[src/rtl/button_event_fifo.sv]
// rtl/button_event_fifo.sv - FWFT event FIFO for button edge pulses
// Drops events on overflow and tallies them in a saturating counter.
module button_event_fifo #(
  parameter int width = 4,
  parameter int depth = 8
) (
  input  logic                     clk,
  input  logic                     rst,
  input  logic [width-1:0]         in_pulse,
  input  logic                     rd_en,
  output logic [width-1:0]         rd_data,
  output logic                     empty,
  output logic                     full,
  output logic [$clog2(depth):0]   count,
  output logic [7:0]               dropped,
  input  logic                     clear_dropped
);

  localparam int AW = $clog2(depth);
  localparam int CW = AW + 1;
  localparam logic [CW-1:0] FULL_COUNT = CW'(depth);

  logic [width-1:0] mem_q [depth];
  logic [AW-1:0]    wr_ptr_q, wr_ptr_d;
  logic [AW-1:0]    rd_ptr_q, rd_ptr_d;
  logic [CW-1:0]    count_q, count_d;
  logic [7:0]       dropped_q, dropped_d;

  logic wr_req;
  logic wr_acc;
  logic rd_acc;
  logic drop;

  assign empty = (count_q == '0);
  assign full  = (count_q == FULL_COUNT);

  // A write into a full FIFO is only legal when the head leaves this cycle.
  assign wr_req = |in_pulse;
  assign wr_acc = wr_req && (!full || rd_en);
  assign rd_acc = rd_en && !empty;
  assign drop   = wr_req && full && !rd_en;

  always_comb begin
    wr_ptr_d  = wr_ptr_q;
    rd_ptr_d  = rd_ptr_q;
    count_d   = count_q;
    dropped_d = dropped_q;

    if (wr_acc) begin
      wr_ptr_d = wr_ptr_q + AW'(1);
    end
    if (rd_acc) begin
      rd_ptr_d = rd_ptr_q + AW'(1);
    end
    if (wr_acc && !rd_acc) begin
      count_d = count_q + CW'(1);
    end else if (rd_acc && !wr_acc) begin
      count_d = count_q - CW'(1);
    end

    if (clear_dropped) begin
      dropped_d = drop ? 8'd1 : 8'd0;
    end else if (drop && (dropped_q != 8'hFF)) begin
      dropped_d = dropped_q + 8'd1;
    end
  end

  always_ff @(posedge clk) begin
    if (rst) begin
      wr_ptr_q  <= '0;
      rd_ptr_q  <= '0;
      count_q   <= '0;
      dropped_q <= '0;
    end else begin
      wr_ptr_q  <= wr_ptr_d;
      rd_ptr_q  <= rd_ptr_d;
      count_q   <= count_d;
      dropped_q <= dropped_d;
    end
  end

  // Storage is deliberately left out of reset; empty masks stale contents.
  always_ff @(posedge clk) begin
    if (!rst && wr_acc) begin
      mem_q[wr_ptr_q] <= in_pulse;
    end
  end

  assign rd_data = empty ? '0 : mem_q[rd_ptr_q];
  assign count   = count_q;
  assign dropped = dropped_q;

endmodule

[config.mk]
export PLATFORM = sky130hd
export DESIGN_NAME = button_event_fifo
export DESIGN_NICKNAME = d
export VERILOG_FILES = /design/src/rtl/button_event_fifo.sv
export SDC_FILE = /design/constraint.sdc
export NUM_CORES = 1
export LEC_CHECK = 0
export ABC_AREA = 0
export CORE_ASPECT_RATIO = 2
export CORE_MARGIN = 2
export CORE_UTILIZATION = 44
export CTS_CLUSTER_DIAMETER = 80
export DETAILED_ROUTE_END_ITERATION = 7
export PLACE_DENSITY_LB_ADDON = 0.3
export SYNTH_ARGS = -nofsm -noshare
export SYNTH_HDL_FRONTEND = slang
export SYNTH_SLANG_ARGS = --single-unit
[constraint.sdc]
create_clock -name clk -period 3.25 [get_ports clk]
set_input_delay 0.325 -clock clk [delete_from_list [all_inputs] [get_ports clk]]
set_output_delay 0.325 -clock clk [all_outputs]
set_load 0.01 [all_outputs]
==> results.cfg <==
[outcome]
outcome = finished, final reports clean

[logic_synthesis]
yosysUniqueCellTypes = 43
syn-mean-instance-area_um2 = 12.7
seq_area_frac_synth_pct = 59.5
synth-edff-count = 32
ys_warn_count = 0
ys_ff_latch = 53
synth_ff_type = edfxtp_1
synthArstFlopShare_pct = 0
synth.cell_area_um2 = 2320
synth.net_count = 198
syn_inst = 183

[cells_and_area]
area_growth_pct = 18.2
n_antenna_cell = 0
fin_nets = 227
final_common_cell = edfxtp_1
layout_common_cells = edfxtp_1, clkdlybuf4s50_1, nor2_1, dfxtp_1, a21oi_1
drive_gt1_share_pct = 12.7
fin_util_pct = 53.4

[power_and_ir_drop]
pwr-share-clk_pct = 18.9
p_int_mw = 1.28
power.share.sequential_pct = 47.0
p_leak_nw = 0.911
p_sw_share_pct = 31.6
ir_drop_mv = 0.487
p_comb_share_pct = 34.1
switchingPower_mw = 0.593
powerDensity_nw_per_um2 = 684

[clock_network]
cts_sinks = 53
post_cts_resized = 0
numCtsBuffers = 5
clk_latency_ps = 300
cts_max_level = 2
ctsHoldBuffers = 0
cts_buffer_depth = 2
post-cts-setup-buffers = 0
cts-root-buf = clkbuf_8
clk_pin_slew_ps = 90
cts_tree = done

[worst_setup_path]
crit_fanout = 4
worstPathRequired_ps = 3450
cp-start-kind = input pin
critPathSlowestCell = or4_1
crit_chain = clkdlybuf4s50_1, or4_1, o21ai_1, inv_1, ha_1, inv_1, ha_1, a21oi_1, a211oi_1, a31oi_1, mux2_2
critPathCaptureType = flip-flop
max_stage_delay_ps = 610
cp.arrival_ps = 3090
crit_type = in2reg
crit_family = buffers and inverters
path_buf_inv = 3

[sta]
max_freq_ghz = 0.345
setup_slack_ps = 354
setup-tns-final_ps = 0
tightest_slew_ps = 950
relSlewSlack_pct = 36.1
rsz0062_at_grt = false
hold_viol_final = 0
finalCritPeriodShare_pct = 89.1
drv_slew = 0
skew_ps = 3.95
fin_crit_ps = 2900
setup_violations = 0

[floorplanning]
ioPinCount = 26
fp.dieH_um = 107
die_w_um = 55.4
die_area_um2 = 5910
core_area_um2 = 5140
initial_core_util_pct = 45.2
num_rows = 37

[routing]
via_per_inst = 5.73
met3RoutedLength_um = 153
drtPass1Iterations = 4
vias = 1553
wl_met1_um = 1530
drt-wirelength-per-cell_um = 16.8
highest_layer = met4
route.detailed.drc = 0
wl_met2_um = 2790
wl_um = 4550
antenna_left = 0
drtIter0Drc = 35

[global_route]
grt_use_total_pct = 16.6
grt.overflow.total = 0
antenna_found_initial = 0
grt_pass1_vias = 1571
grt_pass1_wl_um = 7530
grt_max_degree = 21

[placed_design]
pre_cts_ws_ps = 72.9
dp_hpwl_um = 3540
port-buffer-count = 25
gp_congestion = 0.765

[hold_path]
hold_path.class = reg2reg

[job]
cap_viol_max_count = 0
cell families (layout without fill, tap and decap cells):
family	Yosys count	count (layout)	share of synthesized area (%)
AO/OA/AOI/OAI	24	24	6.73
XOR/XNOR	6	6	2.26
adder cells (fa/ha/maj)	7	7	4.09
buffers and inverters	18	48	3.07
flip-flops	53	53	59.5
multiplexers	14	14	10.4
AND/OR/NAND/NOR	61	61	14.0
worst min-delay path, stage by stage, from the launching register on:
cell and delay (ps):
dfxtp_1 320, nand2_1 50, a21oi_1 80
worst paths after layout:
| check | startpoint | to | slack, ps | cells after the start |
|---|---|---|---|---|
| max | in_pulse[1] | count[3]$_SDFFE_PP0P_ | 350 | 11 |
| min | rd_ptr_q[1]$_SDFFE_PP0P_ | rd_ptr_q[1]$_SDFFE_PP0P_ | 500 | 2 |
| max reg2reg | count[0]$_SDFFE_PP0P_ | count[3]$_SDFFE_PP0P_ | 410 | 10 |
| min reg2reg | rd_ptr_q[1]$_SDFFE_PP0P_ | rd_ptr_q[1]$_SDFFE_PP0P_ | 500 | 2 |
sequential cells by signal, indices dropped and copies added, names as in the netlist, named ones only:
signal / count
count: 4
dropped: 8
rd_ptr_q: 3
wr_ptr_q: 3
mem_q: 32
power by group through the flow:
stage                     logic (mW)  clock network [mW]  registers (mW)
after CTS                      0.650               0.368           0.886
after floorplan                0.426                   0           0.861
after global placement         0.641                   0           0.898
final                          0.640               0.355           0.882
after detailed placement       0.647                   0           0.902
after global routing           0.705               0.392           0.898
metrics by stage:
step / hold WS, ps / instances / area, um^2 / power, mW
floorplan: 424 / 183 / 2320 / 1.29
global placement: 467 / 263 / 2660 / 1.54
detailed placement: 492 / 263 / 2660 / 1.55
CTS: 505 / 271 / 2750 / 1.90
global route: 521 / 271 / 2750 / 2.00
finish: 504 / 271 / 2750 / 1.88
area by class of cell:
| class | instances | area (um^2) |
|---|---|---|
| Clock buffer | 6 | 72.6 |
| Clock inverter | 2 | 15.0 |
| Fill cell | 455 | 2390 |
| Inverter | 8 | 31.3 |
| Multi-Input combinational cell | 112 | 871 |
| Sequential cell | 53 | 1380 |
| Tap cell | 58 | 72.6 |
| Timing Repair Buffer | 32 | 303 |
Yosys cell counts, drive strengths merged (5+ instances only):
cell | number | area (um^2)
edfxtp | 32 | 961
dfxtp | 21 | 420
nand2 | 7 | 26.3
clkbuf | 6 | 22.5
inv | 7 | 26.3
nor2 | 21 | 78.8
mux4 | 8 | 180
nand3 | 7 | 40.0
mux2i | 5 | 50.1
a21oi | 9 | 45.0
ha | 6 | 75.1
routing by layer:
layer,up-vias,track usage [%]
met5,-,0
met2,35,34.0
met3,6,3.26
li1,752,-
met1,760,15.2
met4,0,6.10
Note: power is estimated with default switching activity, not from simulation.
==> variant 1 (same settings) <==
Set the parameter `width` to 6 (it was 4).
--- a/src/rtl/button_event_fifo.sv
+++ b/src/rtl/button_event_fifo.sv
@@ -3,3 +3,3 @@
 module button_event_fifo #(
-  parameter int width = 4,
+  parameter int width = 6,
   parameter int depth = 8
Ports: changed (resized in_pulse and rd_data); port bits go from 26 to 30. No check against the original RTL was run, so the function may have changed too.
==> variant 1 against the unedited design <==
  * Cell area is 35% higher
  * Sequential cell count is 16 higher
  * Maximum frequency is 6.0% higher
  * Worst setup slack better by 0.16 ns
  * Final cell count is 27% higher
  * Routed wire length is 24% higher
  * Global-route usage is 0.66 points higher
  * Synthesized area is 27% higher
  * Total power is 47% higher
  * Combinational power is 30% higher
  * Largest cell class unchanged
  * Largest power group unchanged
  * Highest routed layer unchanged
==> variant 1: results (changes against the unedited design) <==
flip-flop count of the largest register after layout 48 (was 32); XOR/XNOR share of the synthesized area 0.0149 (was 0.0226); sequential cell power 1.11 mW (was 0.882 mW); wire length of the first global-routing pass 8890 um (was 7530 um); row count 42 (was 37); number of placed instances, taps included 328 (was 263); EDFF count, synth 48 (was 32); Net Count, Synth 216 (was 198); area growth from synthesis to layout 25.8% (was 18.2%); Seq area share 0.503 (about the same); largest fanout of any net on the critical path 6 (was 4); wire length per cell 16.5 um (was 16.8 um); CTS buffer count 9 (was 5); pin count of the biggest net entering global routing 18 (was 21); most instantiated cells after synthesis sky130_fd_sc_hd__edfxtp_1 (48), sky130_fd_sc_hd__nor2_1 (29), sky130_fd_sc_hd__dfxtp_1 (21) (was sky130_fd_sc_hd__edfxtp_1 (32), sky130_fd_sc_hd__dfxtp_1 (21), sky130_fd_sc_hd__nor2_1 (21)); gate count after technology mapping 199 (was 183); multi-input logic area 1040 sq um (was 871 sq um); multi-input gate count 119 (was 112); via density per instance 5.31 (was 5.73); library cell contributing the largest single delay on the critical path sky130_fd_sc_hd__or4b_4 (was sky130_fd_sc_hd__or4_1); final-stage net count 268 (was 227); number of non-clock inverters in the layout 5 (was 8); final setup skew 0.00508 ns (was 0.00395 ns); outcome finished, final reports clean (unchanged); Cell variety after synth 41 (was 43); GRT Total Usage 0.172 (was 0.166); via count of the first global-routing pass 1,893 (was 1,571); Root Driver sky130_fd_sc_hd__clkbuf_16 (was sky130_fd_sc_hd__clkbuf_8); first-iteration detailed-routing DRC count 55 (was 35); arrival time at the worst endpoint 2.94 ns (was 3.09 ns); weighted congestion reported at the end of routability-driven placement 0.729 (was 0.765); multiplexer area fraction after synthesis 0.126 (was 0.104); Post-Place Worst Slack 0.221 ns (was 0.0729 ns); clock buffer count 10 (was 6); # H-tree levels 3 (was 2); worst skew pair latency 0.32 ns (was 0.30 ns); top area cells in the synthesized netlist sky130_fd_sc_hd__edfxtp_1 (49%), sky130_fd_sc_hd__dfxtp_1 (14%), sky130_fd_sc_hd__mux4_2 (9.2%), sky130_fd_sc_hd__nor2_1 (3.7%), sky130_fd_sc_hd__mux2i_1 (3.1%) (was sky130_fd_sc_hd__edfxtp_1 (41%), sky130_fd_sc_hd__dfxtp_1 (18%), sky130_fd_sc_hd__mux4_2 (7.8%), sky130_fd_sc_hd__nor2_1 (3.4%), sky130_fd_sc_hd__ha_1 (3.2%)); compound-gate portion of the synthesized area 0.0591 (was 0.0673); fraction of cell area in non-clock buffers 0.115 (was 0.110); number of non-clock buffers 47 (was 32); count of sequential standard cells 69 (was 53); Peak supply drop 0.447 mV (was 0.487 mV); sequential fraction of the synthesis area 0.633 (was 0.595); post-synthesis share of cell area spent on full adders, half adders and majority gates 0.0323 (was 0.0409); fillcell total 554 (was 455)
-- variant 1: cell types whose count changed after synthesis, sizes merged, moves of 3 or more --
cell and delta:
edfxtp +16, o31ai -4, mux2i +4, nand4 -3
nor2 +8, nand2b +3, buf -3, or4 -4
a21oi -3, a31oi +4, mux4 +4, nand2 -4
nand3 -3
-- variant 1: path summary, 6_finish.rpt --
| kind | startpoint | slack, ns | cells past startpoint | endpoint |
|---|---|---|---|---|
| setup reg to reg | count[0] | 0.52 | 10 | count[3] |
| hold reg to reg | wr_ptr_q[1] | 0.54 | 2 | wr_ptr_q[1] |
| hold / removal | wr_ptr_q[1] | 0.54 | 2 | wr_ptr_q[1] |
| setup / recovery | count[0] | 0.52 | 10 | count[3] |
-- variant 1: metal layers --
metal  GRT usage  wire (um)
met1       0.158       1970
met2       0.314       3360
met3      0.0506        156
met4      0.0904        161
met5           0          0
==> variant 2 (config.mk and constraints unchanged) <==
Without the edit above. Make the reset (`rst`) asynchronous in one clocked block.
--- a/src/rtl/button_event_fifo.sv
+++ b/src/rtl/button_event_fifo.sv
@@ -67,3 +67,3 @@
 
-  always_ff @(posedge clk) begin
+  always_ff @(posedge clk or posedge rst) begin
     if (rst) begin
Formal check against the unedited RTL: differs if rst is asserted again (counterexample within 4 cycles, from zero or initial values and one cycle with rst high); with rst held inactive, the same outputs for 10 cycles.
==> variant 2 against the unedited design <==
  * Clock skew about the same
  * Worst setup slack got worse by 0.18 ns
  * Cell area is 2.2% higher
  * Synthesized area is 0.59% lower
  * First-iteration DRC count is 34% lower
  * Largest cell class unchanged
  * Routed wire length is 1.8% higher
  * Total power up 18%
  * Sequential cell count is 3 lower
  * Combinational power is 27% higher
  * Critical path type is now flop to flop
==> variant 2: results (changes against the unedited design) <==
outcome finished, final reports clean (unchanged); first-iteration detailed-routing DRC count 23 (was 35); Net Count, Synth 183 (was 198); capture instance of the worst register-to-register path count[3] (unchanged); critical register-to-register path startpoint count[1] (was count[0]); post-DP HPWL 3630 um (was 3540 um); worst max-slew margin expressed relative to the limit 0.569 (was 0.361); multi-input gate count 104 (was 112); hold path startpoint dropped[6] (was rd_ptr_q[1]); library cell contributing the largest single delay on the critical path sky130_fd_sc_hd__or4b_4 (was sky130_fd_sc_hd__or4_1); Hold Crit Depth 1 (was 2); multiplexer area fraction after synthesis 0.109 (was 0.104); arrival time at the worst endpoint 3.25 ns (was 3.09 ns); GRT Total Usage 0.179 (was 0.166); final-stage net count 220 (was 227); final design utilization 0.551 (was 0.534); top area cells in the synthesized netlist sky130_fd_sc_hd__edfxtp_1 (42%), sky130_fd_sc_hd__dfrtp_1 (20%), sky130_fd_sc_hd__mux4_2 (7.8%), sky130_fd_sc_hd__ha_1 (3.3%), sky130_fd_sc_hd__mux2i_1 (2.2%) (was sky130_fd_sc_hd__edfxtp_1 (41%), sky130_fd_sc_hd__dfxtp_1 (18%), sky130_fd_sc_hd__mux4_2 (7.8%), sky130_fd_sc_hd__nor2_1 (3.4%), sky130_fd_sc_hd__ha_1 (3.2%)); proportion of synthesized flip-flops having asynchronous set or reset 0.360 (was 0); CP delay by family, top compound AO/OA/AOI/OAI gates (was buffers and inverters); weighted congestion reported at the end of routability-driven placement 0.778 (was 0.765); fraction of cell area in non-clock buffers 0.124 (was 0.110); multi-input combinational area share 0.300 (was 0.317); Pleak 1.01 nW (was 0.911 nW); placed inst area 2700 sq um (was 2660 sq um); ratio of cells with drive above 1 in the final layout 0.165 (was 0.127); Post-Place Worst Slack -0.00920 ns (was 0.0729 ns); wire length of the first global-routing pass 7980 um (was 7530 um); mean area per synthesized cell 13.7 sq um (was 12.7 sq um); Cell variety after synth 37 (was 43); worst setup slack for register-to-register paths 0.17 ns (was 0.41 ns); wire length per cell 17.5 um (was 16.8 um); Register Area 1410 sq um (was 1380 sq um); delay contributed by the slowest stage of the critical path 0.59 ns (was 0.61 ns); final setup skew 0.00431 ns (was 0.00395 ns); Global Route met3 Usage 0.0389 (was 0.0326); met1 track utilization from global routing 0.167 (was 0.152); compound-gate portion of the synthesized area 0.0601 (was 0.0673)
variant 2: cell count changes in the layout (fill, tap and decap cells not counted), sizes merged, moves of 3 or more:
cell	delta
xor2	-4
buf	+6
xnor2	+3
dfrtp	+18
nor2	-13
dfxtp	-21
nand4	-3
nand2	+6
nor4b	+3
variant 2: report_power, final:
part / internal [mW] / switching (mW)
sequential: 0.808 / 0.166
clock: 0.230 / 0.202
combinational: 0.471 / 0.344
variant 2: worst max path at each step:
stage               endpoint  slack, ns  depth (start not counted)         from
floorplan           count[3]       0.37                          8     count[1]
global placement    count[3]       0.14                         10  in_pulse[0]
detailed placement  count[3]     -0.009                         10  in_pulse[0]
CTS                 count[3]       0.20                          9     count[1]
global route        count[3]       0.02                          9     count[1]
finish              count[3]       0.17                          9     count[1]
variant 2: routing by layer:
layer / part of all wire / wire, um
met5: 0 / 0
met4: 0.036 / 168
met3: 0.032 / 150
met2: 0.59 / 2740
met1: 0.34 / 1570
